File: src/rtl/sm_clk_stepper.sv
// -----------------------------------------------------------------------------
// sm_clk_stepper
//
// Divided CPU clock generator with debug stepping. The divided clock is a
// registered copy of one bit of a free-running counter, selected by `devide`
// relative to SHIFT and clamped to the counter MSB. On top of plain division
// the block offers a clean halt (the clock is always parked low) and a
// single-step burst of N full clock periods started by a rising edge on
// stepReq.
//
// Ports:
//   clkIn      in   system clock
//   rst_n      in   asynchronous active-low reset
//   devide     in   divide select, k = min(SHIFT + devide, WIDTH-1)
//   enable     in   global enable; 0 freezes every register, clkOut holds
//   mode       in   00 RUN, 01 HALT, 10 STEP, 11 HALT
//   stepReq    in   level; its rising edge starts a burst while halted
//   stepCount  in   periods per burst, 0 is treated as 1
//   clkOut     out  divided clock, period 2^(k+1) clkIn cycles, 50% duty
//   clkTick    out  one-cycle pulse coincident with clkOut rising
//   halted     out  high while parked in the HALTED state
//   stepsLeft  out  clock periods remaining in the current burst
// -----------------------------------------------------------------------------
module sm_clk_stepper #(
  parameter int WIDTH  = 32,
  parameter int SHIFT  = 16,
  parameter int DIV_W  = 4,
  parameter int STEP_W = 8
) (
  input  logic              clkIn,
  input  logic              rst_n,
  input  logic [DIV_W-1:0]  devide,
  input  logic              enable,
  input  logic [1:0]        mode,
  input  logic              stepReq,
  input  logic [STEP_W-1:0] stepCount,
  output logic              clkOut,
  output logic              clkTick,
  output logic              halted,
  output logic [STEP_W-1:0] stepsLeft
);

  localparam int K_W = (WIDTH > 1) ? $clog2(WIDTH) : 1;

  localparam logic [1:0] MODE_RUN  = 2'b00;
  localparam logic [1:0] MODE_STEP = 2'b10;

  localparam logic [1:0] ST_RUN    = 2'b00;
  localparam logic [1:0] ST_DRAIN  = 2'b01;
  localparam logic [1:0] ST_HALTED = 2'b10;
  localparam logic [1:0] ST_STEP   = 2'b11;

  logic [1:0]        state_q,    state_d;
  logic [WIDTH-1:0]  cntr_q,     cntr_d;
  logic              clk_out_q,  clk_out_d;
  logic              tick_q,     tick_d;
  logic [STEP_W-1:0] steps_q,    steps_d;
  logic              step_req_q, step_req_d;

  int                k_sum;
  logic [K_W-1:0]    k_idx;
  logic              bit_k;
  logic              fall;
  logic              step_rise;

  // Selected counter bit; the index saturates at the MSB instead of wrapping.
  always_comb begin
    k_sum = SHIFT + int'(devide);
    if (k_sum > WIDTH - 1) begin
      k_sum = WIDTH - 1;
    end
    k_idx = K_W'(k_sum);
  end

  assign bit_k = cntr_q[k_idx];

  // clkOut mirrors bit_k one cycle late, so a registered high with a low
  // counter bit means clkOut falls on the coming edge.
  assign fall      = clk_out_q & ~bit_k;
  assign step_rise = stepReq & ~step_req_q;

  // NOTE: every variable gets a default at the top of the block so no path
  // leaves it unassigned, which would otherwise infer a latch.
  always_comb begin
    state_d    = state_q;
    cntr_d     = cntr_q;
    clk_out_d  = clk_out_q;
    tick_d     = 1'b0;
    steps_d    = steps_q;
    step_req_d = step_req_q;

    if (enable) begin
      step_req_d = stepReq;

      case (state_q)
        ST_RUN: begin
          if (mode != MODE_RUN) begin
            state_d = ST_DRAIN;
          end
        end

        ST_DRAIN: begin
          if (mode == MODE_RUN) begin
            state_d = ST_RUN;
          end else if (!clk_out_q || fall) begin
            state_d = ST_HALTED;
          end
        end

        ST_HALTED: begin
          if (mode == MODE_RUN) begin
            state_d = ST_RUN;
          end else if (mode == MODE_STEP && step_rise) begin
            state_d = ST_STEP;
            steps_d = (stepCount == '0) ? STEP_W'(1) : stepCount;
          end
        end

        default: begin // ST_STEP
          if (mode == MODE_RUN) begin
            state_d = ST_RUN;
            steps_d = '0;
          end else if (mode != MODE_STEP) begin
            // Abandon the burst but still finish the current high phase.
            state_d = ST_DRAIN;
            steps_d = '0;
          end else if (fall) begin
            if (steps_q == STEP_W'(1)) begin
              state_d = ST_HALTED;
              steps_d = '0;
            end else begin
              steps_d = steps_q - STEP_W'(1);
            end
          end
        end
      endcase

      if (state_q != ST_HALTED) begin
        cntr_d = cntr_q + WIDTH'(1);
      end

      // The halted counter can sit anywhere in a period (an early halt or a
      // devide change); restarting it from zero makes the first burst period
      // full length instead of a runt.
      if (state_q == ST_HALTED && state_d == ST_STEP) begin
        cntr_d = '0;
      end

      // Keep the clock parked low while halted and on the way in or out.
      if (state_q == ST_HALTED || state_d == ST_HALTED) begin
        clk_out_d = 1'b0;
      end else begin
        clk_out_d = bit_k;
      end

      tick_d = clk_out_d & ~clk_out_q;
    end
  end

  // NOTE: sequential state uses non-blocking assignments so every flop
  // samples the pre-edge values regardless of statement order.
  always_ff @(posedge clkIn or negedge rst_n) begin
    if (!rst_n) begin
      state_q    <= ST_RUN;
      cntr_q     <= '0;
      clk_out_q  <= 1'b0;
      tick_q     <= 1'b0;
      steps_q    <= '0;
      step_req_q <= 1'b0;
    end else begin
      state_q    <= state_d;
      cntr_q     <= cntr_d;
      clk_out_q  <= clk_out_d;
      tick_q     <= tick_d;
      steps_q    <= steps_d;
      step_req_q <= step_req_d;
    end
  end

  assign clkOut    = clk_out_q;
  assign clkTick   = tick_q;
  assign halted    = (state_q == ST_HALTED);
  assign stepsLeft = steps_q;

endmodule

File: config.mk
export PLATFORM = sky130hd
export DESIGN_NAME = sm_clk_stepper
export DESIGN_NICKNAME = d
export VERILOG_FILES = /design/src/rtl/sm_clk_stepper.sv
export SDC_FILE = /design/constraint.sdc
export NUM_CORES = 1
export LEC_CHECK = 0
export ABC_AREA = 1
export BUFFER_PORTS_ARGS = -buffer_cell sky130_fd_sc_hd__buf_2
export CAP_MARGIN = 5
export CORE_ASPECT_RATIO = 1.4
export CORE_MARGIN = 3
export CORE_UTILIZATION = 64
export DETAILED_ROUTE_END_ITERATION = 16
export PLACE_DENSITY = 0.85
export SLEW_MARGIN = 10
export SYNTH_ARGS = -nofsm -noshare
export SYNTH_HDL_FRONTEND = slang
export SYNTH_SLANG_ARGS = --single-unit
File: constraint.sdc
create_clock -name clkIn -period 3.39 [get_ports clkIn]
set_input_delay 0.678 -clock clkIn [delete_from_list [all_inputs] [get_ports clkIn]]
set_output_delay 0.678 -clock clkIn [all_outputs]
set_load 0.05 [all_outputs]
# [Word-level counts from Yosys, hierarchy flattened]
# Cells that the tools add are included.
[totals] register_bits=45 in_bits=18 output_inout_bits=11
[op_classes] addsub=3 magnitude_cmp=2 eq_ne=10 mux=27 bitwise_logic=7 reduce_logical=14
[op_table] operator="$mux W32" count=2
[op_table] operator="$mux W8" count=7
[op_table] operator="$add A32 B1 Y32 const B" count=1
[op_table] operator="$mux W2" count=10
[op_table] operator="$pmux W8 S2" count=1
[op_table] operator="$eq A2 B2 Y1 const B" count=4
[op_table] operator="$eq A8 B1 Y1 const B" count=1
[op_table] operator="$logic_not A8 Y1" count=1
[op_table] operator="$sub A8 B1 Y8 const B" count=1
[op_table] operator="$add A5 B4 Y6 const A" count=1
[op_table] operator="$gt A6 B5 Y1 const B" count=1
[op_table] operator="$lt A5 B6 Y1 const B" count=1
[op_table] operator="$ne A2 B2 Y1 const B" count=3
[op_table] operator="$pmux W2 S3" count=1
[op_table] operator="$bmux W1 S5" count=1
[op_table] operator="$mux W5" count=1
[op_table] operator="$reduce_and A5 Y1" count=1
[op_table] operator="$logic_not A2 Y1" count=2
[op_table] operator="$mux W1" count=4
[op_table] operator="$not A1 Y1" count=4
[op_table] operator="$reduce_bool A2 Y1" count=2
[op_table] operator="$reduce_bool A4 Y1" count=1
[op_table] operator="$and A1 B1 Y1" count=3
[op_table] operator="$eq A2 B1 Y1 const B" count=1
[op_table] operator="6 further kinds" count=8

# [Logic depth before layout (Yosys ltp)]
# Gate-level depths: netlist of the first run.
[depth] ltp_word=18 depth_mapped=14

# [Worst setup path after synthesis of the first run]
# No wires, ideal clock.
[synth_path] kind="in2reg" from="input port devide[0]" to="register steps_q[6], in the netlist stepsLeft[6]" setup_time_ns=0.124 t_arrival_ns=1.798 path_slack_ns=1.468 stages=12 path_buffers=2 path_cell_list="buf_4 -> o211ai_1 -> nand3_1 -> nand3_1 -> nand2_1 -> inv_1 -> nand2_1 -> nand2_1 -> nand4_4 -> buf_6 -> nand2_1 -> o21ai_1"
[synth_via] elab_chain_cells=9
[synth_lines] item="from (decl)" line="32" rtl="input logic [DIV_W-1:0] devide,"
[synth_lines] item="$add A5 B4 Y6 *" line="68" rtl="k_sum = SHIFT + int'(devide);"
[synth_lines] item="$gt A6 B5 Y1" line="69" rtl="if (k_sum > WIDTH - 1) begin"
[synth_lines] item="$mux W5 *" line="69"
[synth_lines] item="$bmux W1 S5 *" line="75" rtl="assign bit_k = cntr_q[k_idx];"
[synth_lines] item="$mux W1 (implied by the code) *" line="75"
[synth_lines] item="$not A1 Y1 *" line="79" rtl="assign fall = clk_out_q & ~bit_k;"
[synth_lines] item="$and A1 B1 Y1 *" line="79"
[synth_lines] item="$reduce_bool A4 Y1 (no source line) *"
[synth_lines] item="$reduce_and A5 Y1 (no source line) *"
[synth_lines] item="to (signal assigned)" line="175" rtl="steps_q <= steps_d;"
[synth_lines] item="to (decl)" line="57" rtl="logic [STEP_W-1:0] steps_q, steps_d;"
# Mark *: on every way between the ends. The rest lies on a longest branch, timed or not. The select of a mux whose other input is x is not followed.
# A chain may end at the register's enable or synchronous reset.

# [Worst setup path in the final report of the first run]
[layout_path] from="register state_q[1]" to="output port halted"
[layout_via] elab_chain_cells=1
[layout_lines] item="from (decl)" line="53" rtl="logic [1:0] state_q, state_d;"
[layout_lines] item="from (signal assigned)" line="171" rtl="state_q <= state_d;"
[layout_lines] item="$eq A2 B2 Y1" line="182" rtl="assign halted = (state_q == ST_HALTED);"
[layout_lines] item="to (decl)" line="39" rtl="output logic halted,"
# Every way passes these cells.

==> results of run 1 <==
## metal layers
metal | share of wire (%) | vias up | routed length (um)
met4 | 5.2 | 0 | 407
li1 | - | 1490 | -
met1 | 38 | 1409 | 2960
met5 | 0 | - | 0
met3 | 6.0 | 40 | 471
met2 | 51 | 134 | 3990
## per-stage QoR
| stage | util, % | instances | cell area (sq um) | hold WS, ps |
|---|---|---|---|---|
| after floorplan | - | 431 | 3120 | 382 |
| after global placement | 71.2 | 515 | 3280 | 506 |
| after detailed placement | 71.2 | 515 | 3280 | 522 |
| after CTS | 73.8 | 523 | 3400 | 534 |
| after global routing | 73.8 | 523 | 3400 | 565 |
| final | 73.8 | 523 | 3400 | 540 |
## worst max-delay path, cell delays in order (launching register included)
cell	delay, ps
dfrtp_1	500
inv_2	130
nor2_8	190
buf_2	300
## final cells by class
class,instances,share of cell area [%]
clock buffer,7,2.54
clock inverter,1,0.883
inverter,66,7.29
multi-input combinational,314,49.8
sequential,45,33.1
tap,62,2.28
timing repair buffer,28,4.12
## state kept, by name (all words and copies together), names as in the netlist
| name | count |
|---|---|
| state_q | 2 |
| stepsLeft | 8 |
| clkTick | 1 |
| clkOut | 1 |
| step_req_q | 1 |
| cntr_q | 32 |
## cell families after synthesis
logic type,Yosys count,synth area share [%]
buf+inv,72,9.59
compound gates,67,12.6
flops,45,36.1
simple gates,231,36.9
fa+ha+maj,3,1.20
xor+xnor,13,3.65
## power groups by stage
stage / logic (mW) / clock network [mW] / registers [mW]
2_1_floorplan: 0.737 / 0 / 1.02
3_3_place_gp: 1.10 / 0 / 0.885
3_5_place_dp: 1.13 / 0 / 0.893
4_1_cts: 1.13 / 0.431 / 0.884
5_1_grt: 1.26 / 0.461 / 0.910
6_report: 1.13 / 0.425 / 0.887
## cell usage after synthesis, types with 2 or more instances
| library cell | count |
|---|---|
| xnor2_1 | 5 |
| nor4_1 | 9 |
| inv_1 | 59 |
| o22ai_1 | 8 |
| a22oi_1 | 4 |
| o32ai_1 | 4 |
| xor2_1 | 8 |
| inv_2 | 7 |
| o21ai_1 | 24 |
| nand4_1 | 11 |
| nor3_1 | 18 |
| nand3_1 | 29 |
| a21oi_1 | 7 |
| buf_6 | 3 |
| nand2_1 | 105 |
| o211ai_1 | 2 |
| nor2_1 | 37 |
| or2_2 | 2 |
| o21ai_0 | 15 |
| dfrtp_1 | 45 |
| nand2_4 | 4 |
| ha_1 | 3 |
| nor2_4 | 6 |
| buf_2 | 2 |
## how the worst min path moves through the flow
stage | start | to | slack (ps) | cells past startpoint
floorplan | rst_n | clkOut | 380 | 0
global placement | clkOut | clkTick | 510 | 1
detailed placement | clkOut | clkTick | 520 | 1
CTS | clkOut | clkTick | 530 | 1
global route | clkOut | clkTick | 570 | 1
finish | clkOut | clkTick | 540 | 1
==> flow_summary.json, run 1 <==
{
  "seqPwrFrac_pct": 36.2,
  "drive_gt1_share_pct": 13.9,
  "drc": 0,
  "worst_pin_slew_ps": 1040,
  "finalMaxSlewViolations": 0,
  "fin_ws_ps": 1290,
  "hold_viol": 0,
  "io_buffers": 28,
  "grt_use_met2_pct": 53.0,
  "track_usage_pct": 30.1,
  "reg2reg_depth": 11,
  "syn_inst": 431,
  "fillers": 401,
  "dpl.hpwl_um": 5840,
  "place_ws_ps": 1210,
  "postCtsHoldBufs": 0,
  "place.gp.congestion": 0.992,
  "die_area_sq_mm": 0.00576,
  "endpoint_kind": "primary output",
  "maxCapViolations": 0,
  "setup_violations": 0,
  "clk_latency_ps": 300,
  "timing.setup.tns_ps": 0,
  "avgSynthCellArea_sq_um": 7.23,
  "overflow": 0,
  "ys_types": 38,
  "grt_busiest_layer": "met2",
  "path_class": "flop to primary output",
  "core_area_sq_mm": 0.00461,
  "drtIter0Drc": 284,
  "clk_pin_slew_ps": 80,
  "wl_per_cell_um": 15.0,
  "root_buffer": "clkbuf_8",
  "ir_drop_mv": 0.518,
  "mostFrequentLayoutCells": "nand2_1, inv_1, dfrtp_1, nor2_1, nand3_1",
  "synth_top_area_cell": "dfrtp_1",
  "area.sequential_sq_mm": 0.00113,
  "syn_nets": 452,
  "yosysSeqAreaShare_pct": 36.1,
  "grt_pass1_wl_um": 13500,
  "fin_nets": 481,
  "routed_wl_um": 7830,
  "yosysWarningCount": 0,
  "cts_buffers": 5,
  "grtUsageMet3_pct": 4.83,
  "grt_pass1_vias": 3056,
  "synth-seq-cells": 45,
  "die_h_um": 88.6,
  "vias_per_cell": 5.88,
  "p_int_mw": 1.29,
  "r2r-end": "cntr_q[30]",
  "path_max_fanout": 10,
  "p_clk_share_pct": 17.4,
  "cts_setup_buffers": 0,
  "antenna_found_initial": 0,
  "pwr_density_cell_mw_per_mm2": 720,
  "cts_tree": "built",
  "p_leak_nw": 1.57,
  "min_period_ps": 2100,
  "synth_edf_count": 0,
  "ff2ff_setup_slack_ps": 1370,
  "clk_path_buf_depth": 2,
  "yosys-top-cells-area": "dfrtp_1, nand2_1, inv_1",
  "r2r-start": "cntr_q[0]",
  "final_common_cell": "nand2_1",
  "postRouteAntennaNets": 0,
  "fmaxAchievable_mhz": 475,
  "multi_input_area_sq_mm": 0.00169,
  "rsz0062_at_grt": "false",
  "yosysTopAreaCellShare_pct": 36.1,
  "swShare_pct": 47.1,
  "crit_arrival_ps": 1430,
  "num_antenna_cells": 0,
  "grt_max_degree": 46,
  "h-tree-depth": 2,
  "finalCritPeriodShare_pct": 62.1,
  "synthFlopType": "dfrtp_1",
  "crit_end": "halted",
  "outcome": "finished, final reports clean",
  "critPathLaunch": "state_q[1]",
  "rows": 29,
  "hp-class": "flop to flop",
  "vias": 3073,
  "slew_headroom_pct": 30.8,
  "grtUsageMet1_pct": 34.4,
  "fin_total_pwr_mw": 2.45,
  "p_comb_share_pct": 46.4,
  "startpoint_type": "flop",
  "skew_ps": 7.77,
  "syn-cell-area_sq_mm": 0.00312,
  "cts.sinks": 45,
  "boundaryPins": 29,
  "die_w_um": 65.0,
  "start_util_pct": 67.6,
  "drt_first_pass_iters": 5,
  "cts_resized": 0,
  "cp.required_ps": 2710,
  "area_growth_pct": 9.07,
  "p_sw_mw": 1.15,
  "async_flop_share_pct": 100
}
No activity file was read; power rests on OpenSTA's default activity.
==> run 2: changes to the inputs <==
--- a/config.mk
+++ b/config.mk
@@ -10,9 +10,9 @@
 export CAP_MARGIN = 5
 export CORE_ASPECT_RATIO = 1.4
 export CORE_MARGIN = 3
-export CORE_UTILIZATION = 64
+export CORE_UTILIZATION = 54
 export DETAILED_ROUTE_END_ITERATION = 16
-export PLACE_DENSITY = 0.85
+export PLACE_DENSITY = 0.76
 export SLEW_MARGIN = 10
 export SYNTH_ARGS = -nofsm -noshare
 export SYNTH_HDL_FRONTEND = slang
==> constraint.sdc (replaced) <==
create_clock -name clkIn -period 1.87 [get_ports clkIn]
set_input_delay 0.374 -clock clkIn [delete_from_list [all_inputs] [get_ports clkIn]]
set_output_delay 0.374 -clock clkIn [all_outputs]
set_load 0.05 [all_outputs]
==> run 2 against run 1 <==
Against the previous run:
- sequential share of layout area down 2.5 points
- critical path depth up 8
- clock skew down 0.56 ps
- total power up 86%
- global-route usage down 5.3 points
- largest power group unchanged
- highest routed layer unchanged
==> flow_summary.json, run 2 (synthesis gave the netlist of run 1 again) <==
{
  "drive_gt1_share_pct": 21.6,
  "clk_path_buf_depth": 2,
  "io_buffers": 28,
  "p_leak_nw": 1.72,
  "area_growth_pct": 18.1,
  "boundaryPins": 29,
  "drtIter0Drc": 277,
  "pwr_density_cell_mw_per_mm2": 1240,
  "ff2ff_setup_slack_ps": 50,
  "p_sw_mw": 2.15,
  "cp.required_ps": 2060,
  "regMostFlops": "cntr_q",
  "r2r-start": "cntr_q[2]",
  "overflow": 0,
  "drc": 0,
  "die_area_sq_mm": 0.00673,
  "fin_nets": 511,
  "timing.setup.tns_ps": 0,
  "h-tree-depth": 2,
  "p_comb_share_pct": 50.3,
  "r2r-end": "cntr_q[17]",
  "crit_arrival_ps": 2010,
  "cts.sinks": 45,
  "rsz0062_at_grt": "true",
  "p_int_mw": 2.40,
  "core_area_sq_mm": 0.00557,
  "max_stage_delay_ps": 460,
  "reg2reg_depth": 11,
  "worstPathCellList": "nand3_4, nor2_4, nand2_4, nor2_4, nand2_4, nor2_1, nand3_1, nor2_2, nand3_1, nand2_1, o21ai_1",
  "postCtsHoldBufs": 0,
  "vias_per_cell": 5.63,
  "start_util_pct": 56.0,
  "place_ws_ps": 65.0,
  "drt_first_pass_iters": 6,
  "dp.cells": 545,
  "wl_per_cell_um": 14.3,
  "maxCapViolations": 0,
  "die_w_um": 70.2,
  "seqPwrFrac_pct": 34.7,
  "path_max_fanout": 4,
  "antenna_found_initial": 0,
  "fmaxAchievable_mhz": 549,
  "hp-class": "input pin to async pin",
  "die_h_um": 95.9,
  "cts_tree": "built",
  "mostFrequentLayoutCells": "nand2_1, inv_1, dfrtp_1, nor2_1, nand3_1",
  "setup_violations": 0,
  "grt_pass1_vias": 2977,
  "rows": 32,
  "track_usage_pct": 24.9,
  "hold_viol": 0,
  "worst_path_max_delay_cell": "dfrtp_1",
  "dpl.hpwl_um": 6120,
  "outcome": "finished, final reports clean",
  "instances_no_fill": 559,
  "finalCritPeriodShare_pct": 97.3,
  "endpoint_kind": "flop",
  "vias": 3147,
  "p_clk_share_pct": 15.0,
  "skew_ps": 7.20,
  "startpoint_type": "flop",
  "clk_latency_ps": 310,
  "slew_headroom_pct": 69.1,
  "worst_pin_slew_ps": 464,
  "root_buffer": "clkbuf_8",
  "cts_buffers": 5,
  "postRouteAntennaNets": 0,
  "min_period_ps": 1820,
  "finalMaxSlewViolations": 0,
  "fin_ws_ps": 49.9,
  "num_antenna_cells": 0,
  "swShare_pct": 47.3,
  "ir_drop_mv": 0.875,
  "largest_reg_flops": 32,
  "place.gp.congestion": 1.00,
  "grt_pass1_wl_um": 13300,
  "routed_wl_um": 8020,
  "path_class": "flop to flop",
  "final_common_cell": "nand2_1",
  "grt_max_degree": 28,
  "fin_total_pwr_mw": 4.55,
  "clk_pin_slew_ps": 90
}
[run 2: changes by cell type in the layout (fill, tap and decap cells not counted), moves of 2 or more]
| cell | delta |
|---|---|
| buf_12 | +2 |
| buf_4 | +28 |
| inv_1 | -3 |
| inv_2 | +3 |
| nor2_1 | -2 |
| nor2_2 | +2 |
| nor4_1 | -2 |
| nor4_2 | +2 |
| o21ai_1 | -2 |
| o21ai_2 | +2 |
[run 2: worst max-delay path, delay by kind of cell, from the launching register on]
family	cells	cell delay, ps
and+or+nand+nor	10	1170
AOI/OAI and AO/OA	1	60
DFF	1	460
[run 2: what timing repair did]
| action | CTS | global route |
|---|---|---|
| buffers inserted | 0 | 6 |
| setup endpoints to repair | 0 | 10 |
| gates resized for setup | 0 | 12 |
[run 2: cell type report]
class,count,area (sq um)
Sequential cell,45,1130
Multi-Input combinational cell,314,1730
Inverter,66,248
Fill cell,494,1880
Tap cell,68,85.1
Clock inverter,1,5.00
Timing Repair Buffer,58,390
Clock buffer,7,96.3
[run 2: power by group through the flow]
| stage | Clock [mW] | Sequential (mW) | Combinational [mW] |
|---|---|---|---|
| 2_1_floorplan | 0 | 1.85 | 1.34 |
| 3_3_place_gp | 0 | 1.57 | 2.19 |
| 3_5_place_dp | 0 | 1.58 | 2.23 |
| 4_1_cts | 0.693 | 1.56 | 2.24 |
| 5_1_grt | 0.740 | 1.62 | 2.53 |
| 6_report | 0.684 | 1.58 | 2.29 |
[run 2: worst max-delay path by stage]
stage	startpoint	to	slack, ps	cells after the start
floorplan	stepsLeft[0]	stepsLeft[7]	20	8
global placement	devide[0]	stepsLeft[1]	110	13
detailed placement	devide[0]	stepsLeft[3]	70	13
CTS	cntr_q[1]	cntr_q[17]	80	12
global route	cntr_q[0]	cntr_q[18]	-80	12
finish	cntr_q[2]	cntr_q[17]	50	11
[run 2: through the flow]
stage	hold slack [ps]	util [%]	instance area [sq um]
final	3.45	66.2	3680
after global routing	25.3	66.2	3680
after CTS	23.2	64.6	3600
after detailed placement	355	62.8	3500
after global placement	358	62.8	3500
after floorplan	78.4	-	3120
[run 2: metal layers]
layer  track usage [%]  up-vias  wire, um
li1                  -     1545         -
met1              27.4     1459      3200
met2              46.2      109      4150
met3              3.66       34       307
met4              12.8        0       363
met5                 0        -         0
